### src/rtl/display_scan_if.sv
// Bundle of the display controller's data inputs and registered drive outputs.
interface display_scan_if #(
  parameter int N_DIGITS = 4
);
  logic [4*N_DIGITS-1:0] data;
  logic [N_DIGITS-1:0]   dp;
  logic [N_DIGITS-1:0]   digit_en;
  logic [4:0]            bright;
  logic [6:0]            seg;
  logic                  dp_n;
  logic [N_DIGITS-1:0]   an;
  logic [2:0]            digit_idx;
  logic                  frame_start;

  // Producer of digit data / consumer of the display drive.
  modport master (
    output data, dp, digit_en, bright,
    input  seg, dp_n, an, digit_idx, frame_start
  );

  // The scan controller itself.
  modport slave (
    input  data, dp, digit_en, bright,
    output seg, dp_n, an, digit_idx, frame_start
  );
endinterface

### src/rtl/display_scan_ctrl.sv
// Multiplexed 7-segment scan controller with per-slot dead time and PWM
// brightness. Inputs are sampled once per frame; all outputs are registered.
module display_scan_ctrl #(
  parameter int N_DIGITS    = 4,
  parameter int STEP        = 2,
  parameter int BLANK_TICKS = 2
) (
  input  logic           clk_27k,
  input  logic           rst,
  display_scan_if.slave  bus
);

  localparam int DWELL = BLANK_TICKS + 16 * STEP;
  localparam int CW    = $clog2(DWELL);

  typedef enum logic [1:0] {ST_BLANK, ST_ON, ST_OFF} state_t;

  logic [CW-1:0]         cnt_q, cnt_d;
  logic [2:0]            slot_q, slot_d;
  state_t                state_q, state_d;
  logic [4*N_DIGITS-1:0] data_snap_q, data_snap_d;
  logic [N_DIGITS-1:0]   dp_snap_q, dp_snap_d;
  logic [N_DIGITS-1:0]   en_snap_q, en_snap_d;
  logic [4:0]            bright_snap_q, bright_snap_d;
  logic [6:0]            seg_q, seg_d;
  logic                  dp_n_q, dp_n_d;
  logic [N_DIGITS-1:0]   an_q, an_d;
  logic [2:0]            digit_idx_q, digit_idx_d;
  logic                  frame_start_q, frame_start_d;

  logic                  frame_tick;
  logic [N_DIGITS-1:0]   slot_sel;
  logic [3:0]            nibble;
  logic                  lit;
  logic                  dp_req;
  int                    cnt_next_i;
  int                    on_len_i;

  // Standard active-low hex font, segment order {a,b,c,d,e,f,g}.
  function automatic logic [6:0] hex7(input logic [3:0] v);
    logic [6:0] s;
    case (v)
      4'h0: s = 7'b0000001;
      4'h1: s = 7'b1001111;
      4'h2: s = 7'b0010010;
      4'h3: s = 7'b0000110;
      4'h4: s = 7'b1001100;
      4'h5: s = 7'b0100100;
      4'h6: s = 7'b0100000;
      4'h7: s = 7'b0001111;
      4'h8: s = 7'b0000000;
      4'h9: s = 7'b0000100;
      4'hA: s = 7'b0001000;
      4'hB: s = 7'b1100000;
      4'hC: s = 7'b0110001;
      4'hD: s = 7'b1000010;
      4'hE: s = 7'b0110000;
      default: s = 7'b0111000;
    endcase
    return s;
  endfunction

  assign frame_tick = (cnt_q == '0) && (slot_q == 3'd0);

  // One-hot decode of the current slot, one bit per digit.
  for (genvar gi = 0; gi < N_DIGITS; gi++) begin : g_sel
    assign slot_sel[gi] = (slot_q == 3'(gi));
  end

  // Tick/slot counters and the once-per-frame input snapshot.
  always_comb begin
    cnt_d         = cnt_q + 1'b1;
    slot_d        = slot_q;
    data_snap_d   = data_snap_q;
    dp_snap_d     = dp_snap_q;
    en_snap_d     = en_snap_q;
    bright_snap_d = bright_snap_q;
    if (cnt_q == CW'(DWELL - 1)) begin
      cnt_d  = '0;
      slot_d = (slot_q == 3'(N_DIGITS - 1)) ? 3'd0 : slot_q + 3'd1;
    end
    if (frame_tick) begin
      data_snap_d   = bus.data;
      dp_snap_d     = bus.dp;
      en_snap_d     = bus.digit_en;
      // Saturate here so the PWM compare never sees a value above 16.
      bright_snap_d = (bus.bright > 5'd16) ? 5'd16 : bus.bright;
    end
  end

  // Slot phase FSM: tracks the phase that belongs to the next cnt value, so
  // it uses the brightness that will be in force after this edge.
  always_comb begin
    cnt_next_i = 32'(cnt_d);
    on_len_i   = 32'(bright_snap_d) * STEP;
    state_d    = state_q;
    if (cnt_d == '0) begin
      state_d = ST_BLANK;
    end else begin
      case (state_q)
        ST_BLANK: if (cnt_next_i >= BLANK_TICKS)
                    state_d = (on_len_i > 0) ? ST_ON : ST_OFF;
        ST_ON:    if (cnt_next_i - BLANK_TICKS >= on_len_i)
                    state_d = ST_OFF;
        ST_OFF:   state_d = ST_OFF;
        default:  state_d = ST_BLANK;
      endcase
    end
  end

  // Output decode from the current slot, tick and phase; registered below.
  always_comb begin
    nibble = 4'h0;
    for (int i = 0; i < N_DIGITS; i++) begin
      if (slot_sel[i]) nibble = data_snap_q[4*i +: 4];
    end
    lit           = (state_q == ST_ON) && |(slot_sel & en_snap_q);
    dp_req        = |(slot_sel & dp_snap_q);
    an_d          = lit ? ~slot_sel : '1;
    seg_d         = lit ? hex7(nibble) : 7'b1111111;
    dp_n_d        = lit ? ~dp_req : 1'b1;
    digit_idx_d   = slot_q;
    frame_start_d = frame_tick;
  end

  // State and output registers; reset forces the display dark at once.
  always_ff @(posedge clk_27k or posedge rst) begin
    if (rst) begin
      cnt_q         <= '0;
      slot_q        <= 3'd0;
      state_q       <= ST_BLANK;
      data_snap_q   <= '0;
      dp_snap_q     <= '0;
      en_snap_q     <= '0;
      bright_snap_q <= 5'd0;
      seg_q         <= 7'b1111111;
      dp_n_q        <= 1'b1;
      an_q          <= '1;
      digit_idx_q   <= 3'd0;
      frame_start_q <= 1'b0;
    end else begin
      cnt_q         <= cnt_d;
      slot_q        <= slot_d;
      state_q       <= state_d;
      data_snap_q   <= data_snap_d;
      dp_snap_q     <= dp_snap_d;
      en_snap_q     <= en_snap_d;
      bright_snap_q <= bright_snap_d;
      seg_q         <= seg_d;
      dp_n_q        <= dp_n_d;
      an_q          <= an_d;
      digit_idx_q   <= digit_idx_d;
      frame_start_q <= frame_start_d;
    end
  end

  assign bus.seg         = seg_q;
  assign bus.dp_n        = dp_n_q;
  assign bus.an          = an_q;
  assign bus.digit_idx   = digit_idx_q;
  assign bus.frame_start = frame_start_q;

endmodule

### src/flat_wrapper.sv
// flat-port wrapper written by rule: the top's interface ports become plain ports
module display_scan_ctrl_flat 
#(
  parameter int N_DIGITS    = 4,
  parameter int STEP        = 2,
  parameter int BLANK_TICKS = 2
)
  (clk_27k, rst, bus_data, bus_dp, bus_digit_en, bus_bright, bus_seg, bus_dp_n, bus_an, bus_digit_idx, bus_frame_start);
  display_scan_if #(.N_DIGITS(N_DIGITS)) bus_i ();
  input  logic clk_27k;
  input  logic rst;
  input wire logic [$bits(bus_i.data)-1:0] bus_data;
  input wire logic [$bits(bus_i.dp)-1:0] bus_dp;
  input wire logic [$bits(bus_i.digit_en)-1:0] bus_digit_en;
  input wire logic [$bits(bus_i.bright)-1:0] bus_bright;
  output wire logic [$bits(bus_i.seg)-1:0] bus_seg;
  output wire logic [$bits(bus_i.dp_n)-1:0] bus_dp_n;
  output wire logic [$bits(bus_i.an)-1:0] bus_an;
  output wire logic [$bits(bus_i.digit_idx)-1:0] bus_digit_idx;
  output wire logic [$bits(bus_i.frame_start)-1:0] bus_frame_start;
  assign bus_i.data = bus_data;
  assign bus_i.dp = bus_dp;
  assign bus_i.digit_en = bus_digit_en;
  assign bus_i.bright = bus_bright;
  assign bus_seg = bus_i.seg;
  assign bus_dp_n = bus_i.dp_n;
  assign bus_an = bus_i.an;
  assign bus_digit_idx = bus_i.digit_idx;
  assign bus_frame_start = bus_i.frame_start;
  display_scan_ctrl #(.N_DIGITS(N_DIGITS), .STEP(STEP), .BLANK_TICKS(BLANK_TICKS)) u_core (.clk_27k(clk_27k), .rst(rst), .bus(bus_i));
endmodule
### config.mk
export PLATFORM = sky130hd
export DESIGN_NAME = display_scan_ctrl_flat
export DESIGN_NICKNAME = d
export VERILOG_FILES = /design/src/rtl/display_scan_if.sv /design/src/rtl/display_scan_ctrl.sv /design/src/flat_wrapper.sv
export SDC_FILE = /design/constraint.sdc
export NUM_CORES = 1
export LEC_CHECK = 0
export CAP_MARGIN = 20
export CORE_MARGIN = 2
export CORE_UTILIZATION = 56
export CTS_BUF_LIST = sky130_fd_sc_hd__clkbuf_2 sky130_fd_sc_hd__clkbuf_4 sky130_fd_sc_hd__clkbuf_8
export DETAILED_ROUTE_END_ITERATION = 16
export MAX_ROUTING_LAYER = met4
export PLACE_DENSITY = 0.82
export SKIP_LAST_GASP = 1
export SLEW_MARGIN = 0
export SYNTH_ARGS = -nofsm -noshare
export SYNTH_HDL_FRONTEND = slang
export SYNTH_SLANG_ARGS = --single-unit
### constraint.sdc
create_clock -name clk_27k -period 3.5 [get_ports clk_27k]
set_clock_uncertainty 0.1 [all_clocks]
set_input_delay 0.7 -clock clk_27k [delete_from_list [all_inputs] [get_ports clk_27k]]
set_output_delay 0.7 -clock clk_27k [all_outputs]
set_load 0.01 [all_outputs]
# [After elaboration in Yosys (flattened, before gate mapping)]
# Memories as Yosys holds them, arrays and structs flattened.
# Cells that the tools add are included.
[totals] register_bits=56 romBits=112 word_cells=57 memories=1
[memory_table] memory="(no name shown)" words=16 width=7 read_ports=1 rd_clocked_by_memory_dff=0 wr=0 line="display_scan_ctrl.sv:42" source="case (v)"
[op_classes] n_addsub=3 order_cmp=4 eq_ne=8 muxes=16 bitwise_logic=4 reduce_logical=9
[ops] cell="$ge 32x7->1" count=1
[ops] cell="$mux 4" count=5
[ops] cell="$logic_not 6->1" count=2
[ops] cell="$mux 5" count=2
[ops] cell="$and 4x4->4" count=2
[ops] cell="$mux 2" count=4
[ops] cell="$reduce_or 4->1" count=2
[ops] cell="$mux 7" count=1
[ops] cell="$sub 6x2->7 const B" count=1
[ops] cell="$add 6x1->6 const B" count=1
[ops] cell="$eq 3x2->1 const B" count=2
[ops] cell="$eq 6x6->1 const B" count=1
[ops] cell="$ge 6x2->1 const B" count=1
[ops] cell="$gt 6x1->1 const B" count=1
[ops] cell="$mux 6" count=1
[ops] cell="$ne 3x1->1 const B" count=2
[ops] cell="$pmux 2 s3" count=1
[ops] cell="$gt 5x5->1 const B" count=1
[ops] cell="$not 4->4" count=1
[ops] cell="$add 3x1->3 const B" count=1
[ops] cell="$eq 3x1->1 const B" count=1
[ops] cell="$logic_not 3->1" count=1
[ops] cell="$mux 3" count=1
[ops] cell="$eq 2x1->1 const B" count=1
[ops] cell="6 further kinds" count=7

# [Depth between registers and ports, before layout]
[logic_depth] word_depth=8 mapped_depth=14

# [Worst setup path after synthesis]
# OpenSTA, ideal clock, no wires.
[synth_timing] kind="register -> register" startpoint="register u_core.slot_q[0], in the netlist u_core.digit_idx_d[0]" endpoint="register u_core.state_q[1]" setup_time_ns=0.126 t_arrival_ns=2.476 required_ns=3.274 path_slack_ns=0.798 stages_incl_launch_ff=15 path_buffers=2 cell_sequence="dfrtp_1 -> inv_1 -> ha_1 -> buf_4 -> nand4_1 -> clkbuf_1 -> nand2_1 -> o21a_1 -> ha_1 -> nor2b_1 -> o21ai_0 -> nand4b_1 -> o21a_1 -> a21oi_2 -> nor3b_2"
[synth_via] elab_chain_cells=8
[synth_lines] element="from (decl)" line="display_scan_ctrl.sv:19" source="logic [2:0] slot_q, slot_d;"
[synth_lines] element="from (signal assigned)" line="display_scan_ctrl.sv:143" source="slot_q <= slot_d;"
[synth_lines] element="$logic_not 3->1 *" line="display_scan_ctrl.sv:63" source="assign frame_tick = (cnt_q == '0) && (slot_q == 3'd0);"
[synth_lines] element="$logic_and 1x1->1 *" line="display_scan_ctrl.sv:63"
[synth_lines] element="$mux 5 *" line="display_scan_ctrl.sv:82" source="if (frame_tick) begin"
[synth_lines] element="branches (longest 5 deep; another with $ge 32x7->1)"
[synth_lines] element="to (signal assigned)" line="display_scan_ctrl.sv:144" source="state_q <= state_d;"
[synth_lines] element="to (decl)" line="display_scan_ctrl.sv:20" source="state_t state_q, state_d;"
# Mark *: on every way between the ends. The select of a mux whose other input is x is not followed.
# A chain may end at the register's enable or synchronous reset.

# [Worst setup path after layout]
[layout_timing] startpoint="register u_core.cnt_q[0]" endpoint="register u_core.state_q[0]"
[layout_via] elab_chain_cells=8
[layout_lines] element="from (decl)" line="display_scan_ctrl.sv:18" source="logic [CW-1:0] cnt_q, cnt_d;"
[layout_lines] element="from (signal assigned)" line="display_scan_ctrl.sv:142" source="cnt_q <= cnt_d;"
[layout_lines] element="branches (longest 8 deep; another with $ge 32x7->1)"
# Parallel ways; which one is timed is not known. The select of a mux whose other input is x is not followed.

==> impl_results.html <==
<table>
<tr><th>Metric</th><th>Value</th></tr>
<tr><th colspan="2">Drt</th></tr>
<tr><td>Via density per instance</td><td>5.41</td></tr>
<tr><td>Residual DRC</td><td>0</td></tr>
<tr><td>Via count</td><td>2451</td></tr>
<tr><td>Total detailed-routing wirelength</td><td>6.31 mm</td></tr>
<tr><td>Pre-Repair DR Iteration Count</td><td>4</td></tr>
<tr><td>Number of DRC markers in iteration 0</td><td>142</td></tr>
<tr><td>Per-cell routed wire length</td><td>13.9 um</td></tr>
<tr><td>Post-route ant nets</td><td>0</td></tr>
<tr><th colspan="2">Yosys</th></tr>
<tr><td>Gate count after technology mapping</td><td>340</td></tr>
<tr><td>Count of distinct cell types in the synthesized netlist</td><td>60</td></tr>
<tr><td>Post-synth net total</td><td>394</td></tr>
<tr><td>Synthesis-stage register bit count</td><td>56</td></tr>
<tr><td>Synth top area cells</td><td>dfrtp_1, nand2_1, dfstp_2</td></tr>
<tr><td>Primary flip-flop cell chosen by synthesis mapping</td><td>dfrtp_1</td></tr>
<tr><td>Dominant cell type by area after synthesis</td><td>dfrtp_1</td></tr>
<tr><td>Average footprint of a synthesized cell</td><td>9.29 sq um</td></tr>
<tr><td>Netlist area before placement</td><td>3160 sq um</td></tr>
<tr><td>Sequential area share after synthesis</td><td>44.8%</td></tr>
<tr><td>Number of warnings issued by yosys</td><td>0</td></tr>
<tr><td>Synth async-reset ratio</td><td>100%</td></tr>
<tr><td>Number of enable flip-flop cells after synthesis</td><td>0</td></tr>
<tr><td>Post-synth top area share</td><td>34.9%</td></tr>
<tr><th colspan="2">CTS</th></tr>
<tr><td>Post-CTS Setup Bufs</td><td>0</td></tr>
<tr><td>Resize count post-CTS</td><td>0</td></tr>
<tr><td>Clock root buffer</td><td>clkbuf_8</td></tr>
<tr><td>CTS tree</td><td>yes</td></tr>
<tr><td>CTS buffer count</td><td>5</td></tr>
<tr><td>Clock-pin slew of the registers on the worst-case setup and hold paths</td><td>0.10 ns</td></tr>
<tr><td>Clock Sink Count</td><td>56</td></tr>
<tr><td>Source-to-sink clock delay at the later pin of the worst-skew pair</td><td>0.32 ns</td></tr>
<tr><td>Hold-fix buffers at CTS</td><td>0</td></tr>
<tr><td>Number of levels in the clock H-tree</td><td>2</td></tr>
<tr><td>Buffers from clock root to sink, at most</td><td>2</td></tr>
<tr><th colspan="2">Power and ir drop</th></tr>
<tr><td>Cell Int Power</td><td>0.00105 W</td></tr>
<tr><td>Combinational group share of total power</td><td>a little under a fifth</td></tr>
<tr><td>Sequential power share</td><td>51.1%</td></tr>
<tr><td>Switching pwr</td><td>0.000370 W</td></tr>
<tr><td>Clock share of power</td><td>30.6%</td></tr>
<tr><td>P_leak</td><td>1.74 nW</td></tr>
<tr><td>Total chip power</td><td>0.00142 W</td></tr>
<tr><td>Fraction of power spent switching nets</td><td>26.1%</td></tr>
<tr><td>Total power density per cell area</td><td>378 nW/um^2</td></tr>
<tr><td>Worst VDD drop</td><td>approximately 0.00021 V</td></tr>
<tr><th colspan="2">STA</th></tr>
<tr><td>Final Max Tran Viols</td><td>0</td></tr>
<tr><td>Post-route setup TNS</td><td>0 ns</td></tr>
<tr><td>Relative slew margins</td><td>48.2%</td></tr>
<tr><td>Final Cycle Share</td><td>between 80% and 90%</td></tr>
<tr><td>Highest clock rate</td><td>approximately 0.34 GHz</td></tr>
<tr><td>Post-route worst hold slack</td><td>0.359 ns</td></tr>
<tr><td>Worst-case setup margin in the final layout</td><td>roughly 0.55 ns</td></tr>
<tr><td>Final hold violations</td><td>0</td></tr>
<tr><td>Unrepaired setup endpoints after global routing</td><td>no</td></tr>
<tr><td>Number of endpoints failing setup at the final stage</td><td>0</td></tr>
<tr><td>Transition at the pin with the smallest max-transition slack</td><td>0.778 ns</td></tr>
<tr><td>Fin crit period</td><td>2.95 ns</td></tr>
<tr><th colspan="2">Place</th></tr>
<tr><td>Pre-CTS worst setup slack</td><td>roughly 0.55 ns</td></tr>
<tr><td>Half-perimeter wire length after placement</td><td>4.70 mm</td></tr>
<tr><td>Placed Instance Area</td><td>3630 sq um</td></tr>
<tr><td>Number of input and output port buffers inserted</td><td>46</td></tr>
<tr><td>Routability congestion estimate</td><td>0.940</td></tr>
<tr><th colspan="2">Global route</th></tr>
<tr><td>Largest net degree at the start of global routing</td><td>57</td></tr>
<tr><td>GRT Resource Usage Total</td><td>22.0%</td></tr>
<tr><td>Vias in the first global route</td><td>2286</td></tr>
<tr><td>First-pass GRT wire length</td><td>10.5 mm</td></tr>
<tr><td>Number of antenna violations at the first check in global routing</td><td>0</td></tr>
<tr><td>Overflow after GRT</td><td>0</td></tr>
<tr><th colspan="2">Final layout</th></tr>
<tr><td>Design area</td><td>3740 sq um</td></tr>
<tr><td>Synthesis-to-finish area growth</td><td>18.5%</td></tr>
<tr><td>Fraction of final layout cells sized beyond drive strength 1</td><td>about a tenth</td></tr>
<tr><td>Register cell area after layout</td><td>between 1000 and 1500 sq um</td></tr>
<tr><td>Number of diodes</td><td>0</td></tr>
<tr><td>Most frequent standard cell in the layout excluding fill and tap cells</td><td>nand2_1</td></tr>
<tr><td>Total area of multi-input combinational cells</td><td>between 1500 and 2000 sq um</td></tr>
<tr><td>Number of nets in the final layout</td><td>around 430</td></tr>
<tr><td>Final-layout fill cell count</td><td>450</td></tr>
<tr><td>Top library cells by usage in the layout, fill and taps aside</td><td>nand2_1, clkdlybuf4s50_1, dfrtp_1, inv_1, ha_1</td></tr>
<tr><th colspan="2">Worst setup path</th></tr>
<tr><td>Slowest cell on the critical path</td><td>dfrtp_1</td></tr>
<tr><td>Critical path's top delay family</td><td>adder cells</td></tr>
<tr><td>Arrival time of the worst setup path</td><td>around 3.1 ns</td></tr>
<tr><td>Stage delay of the slowest cell on the critical path</td><td>0.50 ns</td></tr>
<tr><td>Critical path endpoint category</td><td>flop</td></tr>
<tr><td>Cell breakdown of the critical path</td><td>ha_1 &gt; xor2_1 &gt; nand2_1 &gt; ha_1 &gt; inv_1 &gt; ha_1 &gt; nor2b_1 &gt; o21ai_0 &gt; nand4b_1 &gt; o21ai_0 &gt; o21ai_0 &gt; a21boi_1</td></tr>
<tr><td>Kind of start point of the critical path</td><td>flop</td></tr>
<tr><td>Critical Setup Path Class</td><td>reg2reg</td></tr>
<tr><td>Largest driver fanout on the critical path</td><td>9</td></tr>
<tr><td>Worst path buffer plus inverter count</td><td>1</td></tr>
<tr><td>Worst endpoint required time</td><td>3.64 ns</td></tr>
<tr><th colspan="2">Job</th></tr>
<tr><td>Max-cap violations</td><td>0</td></tr>
<tr><th colspan="2">Floorplan</th></tr>
<tr><td>Area of the placeable core</td><td>roughly 5500 sq um</td></tr>
<tr><td>Die span in x</td><td>79.1 um</td></tr>
<tr><td>Initial core utilization</td><td>57.7%</td></tr>
<tr><td>Die Y-Extent</td><td>between 70 and 80 um</td></tr>
<tr><td>Count of boundary I/O pins</td><td>47</td></tr>
<tr><td>Rows</td><td>27</td></tr>
<tr><td>Die footprint</td><td>6260 sq um</td></tr>
<tr><th colspan="2">Worst hold path</th></tr>
<tr><td>Hold Crit Class</td><td>reg2reg</td></tr>
<tr><th colspan="2">Status</th></tr>
<tr><td>Status</td><td>finished clean</td></tr>
</table>
[kinds of logic after synthesis]
kind of cell	after synthesis	synth area share, %
flops	56	44.8
compound gates	65	14.1
xor+xnor	7	1.94
fa+ha+maj	23	9.11
mux	4	1.27
simple gates	143	22.3
buf+inv	42	6.46
[cell type report]
cell class              instances  share of cell area, %
flip-flops and latches         56                   37.8
clock inverters                 3                   1.24
multi-input cells             242                   41.1
well taps                      72                   2.41
inverters                      25                   2.51
clock buffers                   5                   1.84
repair buffers                 50                   13.1
[power groups by stage]
stage | Sequential (W) | Combinational (W) | Clock (W)
6_report | 0.000724 | 0.000258 | 0.000434
5_1_grt | 0.000728 | 0.000286 | 0.000473
4_1_cts | 0.000724 | 0.000260 | 0.000443
3_5_place_dp | 0.000736 | 0.000257 | 0
3_3_place_gp | 0.000734 | 0.000246 | 0
2_1_floorplan | 0.000739 | 0.000151 | 0
[worst paths after layout]
kind	from	endpoint	slack [ns]	depth (start not counted)
worst max-delay path	u_core.cnt_q[0]	u_core.state_q[0]	0.55	12
worst min-delay path	u_core.digit_idx_d[1]	u_core.bus.digit_idx[1]	0.36	0
worst max register to register	u_core.cnt_q[0]	u_core.state_q[0]	0.55	12
worst min register to register	u_core.digit_idx_d[1]	u_core.bus.digit_idx[1]	0.36	0
max in group asynchronous	rst	u_core.bright_snap_q[3]	2.05	3
min in group asynchronous	rst	u_core.bus.digit_idx[1]	0.79	3
[worst register-to-register path, stage by stage (launching register included)]
cell	delay (ns)
dfrtp_1	0.50
ha_1	0.33
xor2_1	0.22
nand2_1	0.14
ha_1	0.29
inv_1	0.05
ha_1	0.28
nor2b_1	0.13
o21ai_0	0.16
nand4b_1	0.14
o21ai_0	0.25
o21ai_0	0.15
a21boi_1	0.14
[flip-flops by register name (all words and copies together) (netlist names)]
| register | flops |
|---|---|
| u_core.data_snap_q | 16 |
| u_core.bus.seg | 7 |
| u_core.cnt_q | 6 |
| u_core.bright_snap_q | 5 |
| u_core.bus.an | 4 |
| u_core.dp_snap_q | 4 |
| u_core.en_snap_q | 4 |
| u_core.bus.digit_idx | 3 |
| u_core.digit_idx_d | 3 |
| u_core.state_q | 2 |
| u_core.bus.dp_n | 1 |
| u_core.bus.frame_start | 1 |
[per-layer routing]
layer	share of wire [%]	GRT usage, %	wire length [um]
met1	47	29.4	2940
met2	49	35.3	3080
met3	3.4	2.73	212
met4	1.4	7.24	86
met5	0	-	0
[per-stage QoR]
stage / cells / util (%)
2_1_floorplan: 340 / -
3_3_place_gp: 445 / 66.3
3_5_place_dp: 445 / 66.3
4_1_cts: 453 / 68.4
5_1_grt: 453 / 68.4
6_report: 453 / 68.4
[synth_stat cells (2+ instances only)]
cell type,count
mux2i_1,4
a22o_1,2
clkbuf_1,7
nand2b_1,4
o221ai_1,2
nor2b_1,4
a21o_1,3
ha_1,23
a31oi_1,2
xor2_1,2
nand4_1,3
nand2_1,89
dfrtp_1,44
a22oi_1,4
nor2_1,12
or2b_1,2
a21oi_1,17
or4_1,2
o211ai_1,2
o21a_1,4
nor2_4,2
xnor2_1,5
inv_1,24
nor3_1,4
nand3_1,6
buf_2,4
o21ai_0,13
buf_6,5
nand3b_1,3
dfstp_2,12
Power figures use the tool's default switching activity.
